===== src/rtl/sram_like_axi_bridge.sv =====
// Bridges the CPU's instruction and data sram-like ports onto one AXI4-Lite master.
// Data port has fixed priority; exactly one bus transaction is in flight at a time.
module sram_like_axi_bridge (
    input  logic        clk,
    input  logic        resetn,

    // instruction sram-like port
    input  logic        inst_req,
    input  logic        inst_wr,
    input  logic [1:0]  inst_size,
    input  logic [31:0] inst_addr,
    input  logic [31:0] inst_wdata,
    output logic [31:0] inst_rdata,
    output logic        inst_addr_ok,
    output logic        inst_data_ok,

    // data sram-like port
    input  logic        data_req,
    input  logic        data_wr,
    input  logic [1:0]  data_size,
    input  logic [31:0] data_addr,
    input  logic [31:0] data_wdata,
    output logic [31:0] data_rdata,
    output logic        data_addr_ok,
    output logic        data_data_ok,

    // AXI4-Lite read address / data
    output logic [31:0] araddr,
    output logic        arvalid,
    input  logic        arready,
    input  logic [31:0] rdata,
    input  logic [1:0]  rresp,
    input  logic        rvalid,
    output logic        rready,

    // AXI4-Lite write address / data / response
    output logic [31:0] awaddr,
    output logic        awvalid,
    input  logic        awready,
    output logic [31:0] wdata,
    output logic [3:0]  wstrb,
    output logic        wvalid,
    input  logic        wready,
    input  logic [1:0]  bresp,
    input  logic        bvalid,
    output logic        bready
);

    typedef enum logic [2:0] {
        ST_IDLE,
        ST_AR,
        ST_R,
        ST_AWW,
        ST_B
    } state_e;

    typedef enum logic {
        SRC_INST = 1'b0,
        SRC_DATA = 1'b1
    } src_e;

    state_e      state_q,   state_d;
    src_e        src_q,     src_d;
    logic [31:0] addr_q,    addr_d;
    logic [31:0] wdata_q,   wdata_d;
    logic [3:0]  wstrb_q,   wstrb_d;
    logic        aw_done_q, aw_done_d;
    logic        w_done_q,  w_done_d;

    // Responses are deliberately not inspected: the CPU gets data_ok regardless.
    logic unused_resp;
    assign unused_resp = ^{rresp, bresp};

    function automatic logic [3:0] calc_wstrb(input logic [1:0] size,
                                              input logic [1:0] addr_lo);
        logic [3:0] strb;
        unique case (size)
            2'd0:    strb = 4'b0001 << addr_lo;
            2'd1:    strb = addr_lo[1] ? 4'b1100 : 4'b0011;
            default: strb = 4'b1111;
        endcase
        return strb;
    endfunction

    // Request arbitration in IDLE: data wins, inst waits with req held.
    logic        grant;
    logic        grant_wr;
    src_e        grant_src;
    logic [1:0]  grant_size;
    logic [31:0] grant_addr;
    logic [31:0] grant_wdata;

    always_comb begin
        grant       = 1'b0;
        grant_wr    = 1'b0;
        grant_src   = SRC_INST;
        grant_size  = 2'd0;
        grant_addr  = 32'h0;
        grant_wdata = 32'h0;
        if (data_req) begin
            grant       = 1'b1;
            grant_wr    = data_wr;
            grant_src   = SRC_DATA;
            grant_size  = data_size;
            grant_addr  = data_addr;
            grant_wdata = data_wdata;
        end else if (inst_req) begin
            grant       = 1'b1;
            grant_wr    = inst_wr;
            grant_src   = SRC_INST;
            grant_size  = inst_size;
            grant_addr  = inst_addr;
            grant_wdata = inst_wdata;
        end
    end

    // NOTE: every signal driven here gets a default first, so no path leaves
    // a value unassigned and no latch is inferred.
    always_comb begin
        state_d      = state_q;
        src_d        = src_q;
        addr_d       = addr_q;
        wdata_d      = wdata_q;
        wstrb_d      = wstrb_q;
        aw_done_d    = aw_done_q;
        w_done_d     = w_done_q;

        inst_addr_ok = 1'b0;
        data_addr_ok = 1'b0;
        inst_data_ok = 1'b0;
        data_data_ok = 1'b0;
        arvalid      = 1'b0;
        rready       = 1'b0;
        awvalid      = 1'b0;
        wvalid       = 1'b0;
        bready       = 1'b0;

        unique case (state_q)
            ST_IDLE: begin
                // addr_ok is combinational from req, so it must be gated by reset.
                if (grant && resetn) begin
                    inst_addr_ok = (grant_src == SRC_INST);
                    data_addr_ok = (grant_src == SRC_DATA);
                    src_d        = grant_src;
                    addr_d       = grant_addr;
                    wdata_d      = grant_wdata;
                    wstrb_d      = calc_wstrb(grant_size, grant_addr[1:0]);
                    aw_done_d    = 1'b0;
                    w_done_d     = 1'b0;
                    state_d      = grant_wr ? ST_AWW : ST_AR;
                end
            end

            ST_AR: begin
                arvalid = 1'b1;
                if (arready) begin
                    state_d = ST_R;
                end
            end

            ST_R: begin
                rready = 1'b1;
                if (rvalid) begin
                    inst_data_ok = (src_q == SRC_INST);
                    data_data_ok = (src_q == SRC_DATA);
                    state_d      = ST_IDLE;
                end
            end

            ST_AWW: begin
                // The two channels complete independently; leave once both have.
                awvalid   = !aw_done_q;
                wvalid    = !w_done_q;
                aw_done_d = aw_done_q | awready;
                w_done_d  = w_done_q  | wready;
                if (aw_done_d && w_done_d) begin
                    state_d = ST_B;
                end
            end

            ST_B: begin
                bready = 1'b1;
                if (bvalid) begin
                    inst_data_ok = (src_q == SRC_INST);
                    data_data_ok = (src_q == SRC_DATA);
                    state_d      = ST_IDLE;
                end
            end

            default: begin
                state_d = ST_IDLE;
            end
        endcase
    end

    // NOTE: sequential state uses non-blocking assignments so every flop
    // samples the pre-edge values regardless of statement order.
    always_ff @(posedge clk or negedge resetn) begin
        if (!resetn) begin
            state_q   <= ST_IDLE;
            src_q     <= SRC_INST;
            addr_q    <= 32'h0;
            wdata_q   <= 32'h0;
            wstrb_q   <= 4'h0;
            aw_done_q <= 1'b0;
            w_done_q  <= 1'b0;
        end else begin
            state_q   <= state_d;
            src_q     <= src_d;
            addr_q    <= addr_d;
            wdata_q   <= wdata_d;
            wstrb_q   <= wstrb_d;
            aw_done_q <= aw_done_d;
            w_done_q  <= w_done_d;
        end
    end

    // Bus payload comes straight from the latched request, so it is stable
    // for as long as the matching valid is high.
    assign araddr = addr_q;
    assign awaddr = addr_q;
    assign wdata  = wdata_q;
    assign wstrb  = wstrb_q;

    assign inst_rdata = resetn ? rdata : 32'h0;
    assign data_rdata = resetn ? rdata : 32'h0;

endmodule


===== config.mk =====
export PLATFORM = sky130hd
export DESIGN_NAME = sram_like_axi_bridge
export DESIGN_NICKNAME = d
export VERILOG_FILES = /design/src/rtl/sram_like_axi_bridge.sv
export SDC_FILE = /design/constraint.sdc
export NUM_CORES = 1
export LEC_CHECK = 0
export ABC_CLOCK_PERIOD_IN_PS = 2900
export CAP_MARGIN = 20
export CORE_AREA = 2 2 138 140
export CTS_BUF_LIST = sky130_fd_sc_hd__clkbuf_16
export DETAILED_ROUTE_END_ITERATION = 7
export DIE_AREA = 0 0 140 142
export GPL_ROUTABILITY_DRIVEN = 0
export PLACE_DENSITY_LB_ADDON = 0.12
export SLEW_MARGIN = 20
export SYNTH_ARGS = -nofsm -noshare
export SYNTH_HDL_FRONTEND = slang
export SYNTH_SLANG_ARGS = --single-unit

===== constraint.sdc =====
create_clock -name clk -period 2.9 [get_ports clk]
set_input_delay 0.435 -clock clk [delete_from_list [all_inputs] [get_ports clk]]
set_output_delay 0.435 -clock clk [all_outputs]
set_load 0.01 [all_outputs]

==> impl_metrics.prom <==
# TYPE chip_impl_metric gauge
chip_impl_info{name="status",value="finished with violations"} 1
chip_impl_info{name="violations",value="design-rule violations"} 1
chip_impl_metric{name="fp.dieArea",unit="sq mm"} 0.01988
chip_impl_metric{name="max_slew_vio_count",unit=""} 0
chip_impl_metric{name="share_clk_of_total_power",unit="%"} 20.7
chip_impl_metric{name="flow.area_growth_from_synthesis",unit="%"} 82.85
chip_impl_metric{name="ctsResizeCount",unit=""} 0
chip_impl_info{name="synth.cells.most_frequent",value="74 x sky130_fd_sc_hd__dfrtp_1, 66 x sky130_fd_sc_hd__buf_4, 56 x sky130_fd_sc_hd__nand2_1"} 1
chip_impl_metric{name="maxCapViolations",unit=""} 0
chip_impl_metric{name="synth_adder_area_share",unit="%"} 0
chip_impl_metric{name="power_switching",unit="mW"} 2.052
chip_impl_metric{name="post_synth_xor_area_fraction",unit="%"} 0
chip_impl_metric{name="routed_wl",unit="microns"} 15340
chip_impl_metric{name="holdBufCountCts",unit=""} 0
chip_impl_metric{name="max_slew.worst_pin.slew",unit="ns"} 0.7552
chip_impl_metric{name="cts_made_buffers",unit=""} 9
chip_impl_metric{name="place.port_buffers",unit=""} 347
chip_impl_metric{name="dp_area",unit="sq mm"} 0.007493
chip_impl_metric{name="clkSinkCount",unit=""} 74
chip_impl_metric{name="yosys_register_bits",unit=""} 74
chip_impl_metric{name="htree_levels",unit=""} 3
chip_impl_metric{name="clock_skew",unit="ns"} 0.009008
chip_impl_metric{name="worst_path_largest_cell_delay",unit="ns"} 0.54
chip_impl_metric{name="grt_pass1_wl",unit="microns"} 23540
chip_impl_metric{name="synth_nets",unit=""} 628
chip_impl_metric{name="dieWidth",unit="microns"} 140
chip_impl_metric{name="num_vias",unit=""} 4119
chip_impl_info{name="cp_max_delay_cell",value="sky130_fd_sc_hd__clkdlybuf4s50_1"} 1
chip_impl_metric{name="cellPowerDensity",unit="mW/mm^2"} 784.3
chip_impl_metric{name="fp.dieH",unit="microns"} 142
chip_impl_metric{name="synth-compound-area-share",unit="%"} 14.29
chip_impl_metric{name="netSwitchingFraction",unit="%"} 33.41
chip_impl_metric{name="slew-limit-headroom",unit="%"} 49.66
chip_impl_metric{name="fmax",unit="MHz"} 401.3
chip_impl_metric{name="p_int",unit="mW"} 4.090
chip_impl_metric{name="max_fo_critical_path",unit=""} 7
chip_impl_metric{name="setup_viol_count_final",unit=""} 0
chip_impl_metric{name="crit_arrival",unit="ns"} 2.06
chip_impl_info{name="category_of_the_worst_setup_path_capture_point",value="output port"} 1
chip_impl_info{name="min_delay_path_class",value="primary input to asynchronous set/reset pin"} 1
chip_impl_info{name="timing.rr.start",value="state_q[1]"} 1
chip_impl_metric{name="ys_types",unit=""} 34
chip_impl_metric{name="syn-instance-count",unit=""} 449
chip_impl_metric{name="average_cell_area_after_synthesis",unit="sq um"} 9.539
chip_impl_info{name="grt_setup_unrepaired",value="false"} 1
chip_impl_metric{name="std_cell_rows",unit=""} 50
chip_impl_metric{name="yosys_warnings",unit=""} 0
chip_impl_metric{name="synth.area.mux_share",unit="%"} 11.69
chip_impl_info{name="timing_worst_setup_path_type",value="register to output port"} 1
chip_impl_info{name="r2r_end",value="wstrb[2]"} 1
chip_impl_info{name="dominant_combinational_cell_family_by_area_after_synthesis",value="simple AND/OR/NAND/NOR gates"} 1
chip_impl_metric{name="starting_density_of_the_core",unit="%"} 23.21
chip_impl_metric{name="seq_area_frac_synth",unit="%"} 43.24
chip_impl_metric{name="first_global_vias",unit=""} 4134
chip_impl_metric{name="route.detailed.vias_per_inst",unit=""} 4.277
chip_impl_metric{name="core_area",unit="sq mm"} 0.01846
chip_impl_metric{name="ant_nets",unit=""} 0
chip_impl_metric{name="power.combinational.fraction",unit="%"} 48.8
chip_impl_metric{name="power.sequential.fraction",unit="%"} 30.5
chip_impl_metric{name="area_fraction_in_and_or_nand_and_nor_cells_after_synthesis",unit="%"} 15.60
chip_impl_metric{name="layout_worst_path_cycle_share",unit="%"} 85.94
chip_impl_metric{name="final_design_area_no_fill",unit="sq mm"} 0.007831
chip_impl_metric{name="synth-edff-count",unit=""} 0
chip_impl_metric{name="clockBufferDepth",unit=""} 2
chip_impl_metric{name="detail_route.wl_per_cell",unit="microns"} 15.93
chip_impl_metric{name="fin_tns_setup",unit="ns"} 0
chip_impl_metric{name="worstPathRequired",unit="ns"} 2.47
chip_impl_metric{name="post-cts-setup-buffer-count",unit=""} 0
chip_impl_metric{name="vdd.ir_drop.worst",unit="mV"} 0.3367
chip_impl_metric{name="dpl.hpwl",unit="microns"} 12290
chip_impl_info{name="clock-root-buffer",value="sky130_fd_sc_hd__clkbuf_16"} 1
chip_impl_metric{name="post_route_cells_drive_above_1_share",unit="%"} 5.632
chip_impl_metric{name="length_in_cells_of_the_worst_reg_to_reg_path",unit=""} 5
chip_impl_metric{name="remaining_drc_errors",unit=""} 25
chip_impl_info{name="critPathLaunchType",value="register"} 1
chip_impl_info{name="ys_dominant_reg_cell",value="sky130_fd_sc_hd__dfrtp_1"} 1
chip_impl_metric{name="regToRegSetupSlack",unit="ns"} 0.98
chip_impl_metric{name="gr-total-overflow",unit=""} 0
chip_impl_info{name="synth.most_common_cell",value="sky130_fd_sc_hd__dfrtp_1"} 1
chip_impl_metric{name="drtPass1Iterations",unit=""} 7
chip_impl_info{name="critical_path.cell_chain",value="inv_1 > nand3_1 > a21oi_1 > and2_1 > clkdlybuf4s50_1"} 1
chip_impl_metric{name="power.leakage",unit="nW"} 3.258
chip_impl_metric{name="grt_start_max_net_pins",unit=""} 120
chip_impl_metric{name="min_period",unit="ns"} 2.492
chip_impl_metric{name="synth_top_area_share",unit="%"} 43.24
chip_impl_info{name="tritoncts_clock_tree",value="yes"} 1
chip_impl_metric{name="final_nets",unit=""} 902
chip_impl_metric{name="asyncSetResetFlopFracSynth",unit="%"} 100.0
chip_impl_metric{name="globalRouteTotalUtil",unit="%"} 15.39
chip_impl_info{name="synth_area_leader_cell",value="sky130_fd_sc_hd__dfrtp_1"} 1
chip_impl_info{name="synth_area_leaders",value="sky130_fd_sc_hd__dfrtp_1 43%, sky130_fd_sc_hd__mux2i_1 12%, sky130_fd_sc_hd__buf_4 12%, sky130_fd_sc_hd__o21ai_0 5.8%, sky130_fd_sc_hd__and2_1 5.0%"} 1
chip_impl_metric{name="antenna_found_initial",unit=""} 1
chip_impl_metric{name="clock_slew_seen_by_the_registers_of_the_worst_setup_and_hold_paths",unit="ns"} 0.06
chip_impl_metric{name="final-hold-violation-count",unit=""} 0
chip_impl_metric{name="fin_util",unit="%"} 42.43
chip_impl_metric{name="pin_count",unit=""} 352
chip_impl_metric{name="detail_route.iter0.violations",unit=""} 143
chip_impl_metric{name="mappedNetlistArea",unit="sq mm"} 0.004283
chip_impl_metric{name="final.hold.worst_slack",unit="ns"} 0.06350
chip_impl_info{name="cp-startpoint",value="state_q[1]"} 1
chip_impl_metric{name="clk_latency",unit="ns"} 0.33
-- metal layers --
metal	vias to the layer above	routed length, microns	global-route usage, %	share of wire, %
met3	20	1275	5.384	8.3
met5	-	0	0	0
met4	0	310	5.104	2.0
met1	1894	5815	16.85	38
met2	202	7936	27.90	52
li1	2003	-	-	-
-- layout by cell type (no fill, tap or decap), types with 2 or more instances in the layout --
master / instances
sky130_fd_sc_hd__a21oi_1: 9
sky130_fd_sc_hd__a221oi_2: 12
sky130_fd_sc_hd__a22oi_1: 2
sky130_fd_sc_hd__and2_1: 34
sky130_fd_sc_hd__buf_12: 2
sky130_fd_sc_hd__buf_4: 8
sky130_fd_sc_hd__bufinv_16: 3
sky130_fd_sc_hd__clkbuf_16: 9
sky130_fd_sc_hd__clkdlybuf4s50_1: 345
sky130_fd_sc_hd__dfrtp_1: 74
sky130_fd_sc_hd__inv_1: 4
sky130_fd_sc_hd__mux2i_1: 50
sky130_fd_sc_hd__nand2_1: 56
sky130_fd_sc_hd__nand2b_1: 2
sky130_fd_sc_hd__nand3b_1: 2
sky130_fd_sc_hd__nor2_1: 37
sky130_fd_sc_hd__nor2b_1: 2
sky130_fd_sc_hd__nor3_1: 2
sky130_fd_sc_hd__o21ai_0: 50
sky130_fd_sc_hd__o21ai_1: 8
sky130_fd_sc_hd__or2_2: 2
-- critical path, delay by kind of cell, from the launching register on --
family | cells | cell delay (ns)
AOI/OAI and AO/OA | 1 | 0.25
buffers and inverters | 2 | 0.72
DFF | 1 | 0.47
and+or+nand+nor | 2 | 0.27
-- metrics by stage --
step / total power [mW] / std cells / worst slack (ns)
floorplan: 3.269 / 449 / 1.037
global placement: 4.901 / 946 / 0.4635
detailed placement: 4.947 / 946 / 0.4440
CTS: 6.251 / 962 / 0.3430
global route: 6.573 / 963 / 0.2062
finish: 6.142 / 963 / 0.4078
-- power groups by stage --
stage | registers (mW) | logic (mW) | clock network [mW]
floorplan | 2.05 | 1.22 | 0
global placement | 1.87 | 3.03 | 0
detailed placement | 1.90 | 3.05 | 0
CTS | 1.89 | 3.05 | 1.31
global route | 1.95 | 3.25 | 1.37
finish | 1.87 | 3.00 | 1.27
-- worst max-delay path by stage --
stage / to / slack [ns]
finish: data_data_ok / 0.41
global route: data_data_ok / 0.21
CTS: data_data_ok / 0.34
detailed placement: data_data_ok / 0.44
global placement: inst_data_ok / 0.46
floorplan: inst_addr_ok / 1.04
-- cell families (layout without fill, tap and decap cells) --
family / after synthesis / count (layout)
simple gates: 141 / 141
buf+inv: 94 / 373
compound gates: 90 / 90
flops: 74 / 74
mux: 50 / 50
other cells: 0 / 1
-- sequential cells by signal, indices dropped and copies added (netlist names) --
signal,count
state_q,3
src_q,1
araddr,32
w_done_q,1
wdata,32
wstrb,4
aw_done_q,1
-- area by class of cell --
class	instances	area (sq um)
tap	234	292.8
sequential	74	1852
clock inverter	7	110.1
inverter	2	7.507
antenna	1	2.502
clock buffer	9	225.2
multi-input combinational	281	1788
timing repair buffer	355	3553
fill	1811	10620
(Power assumes the default switching activity.)
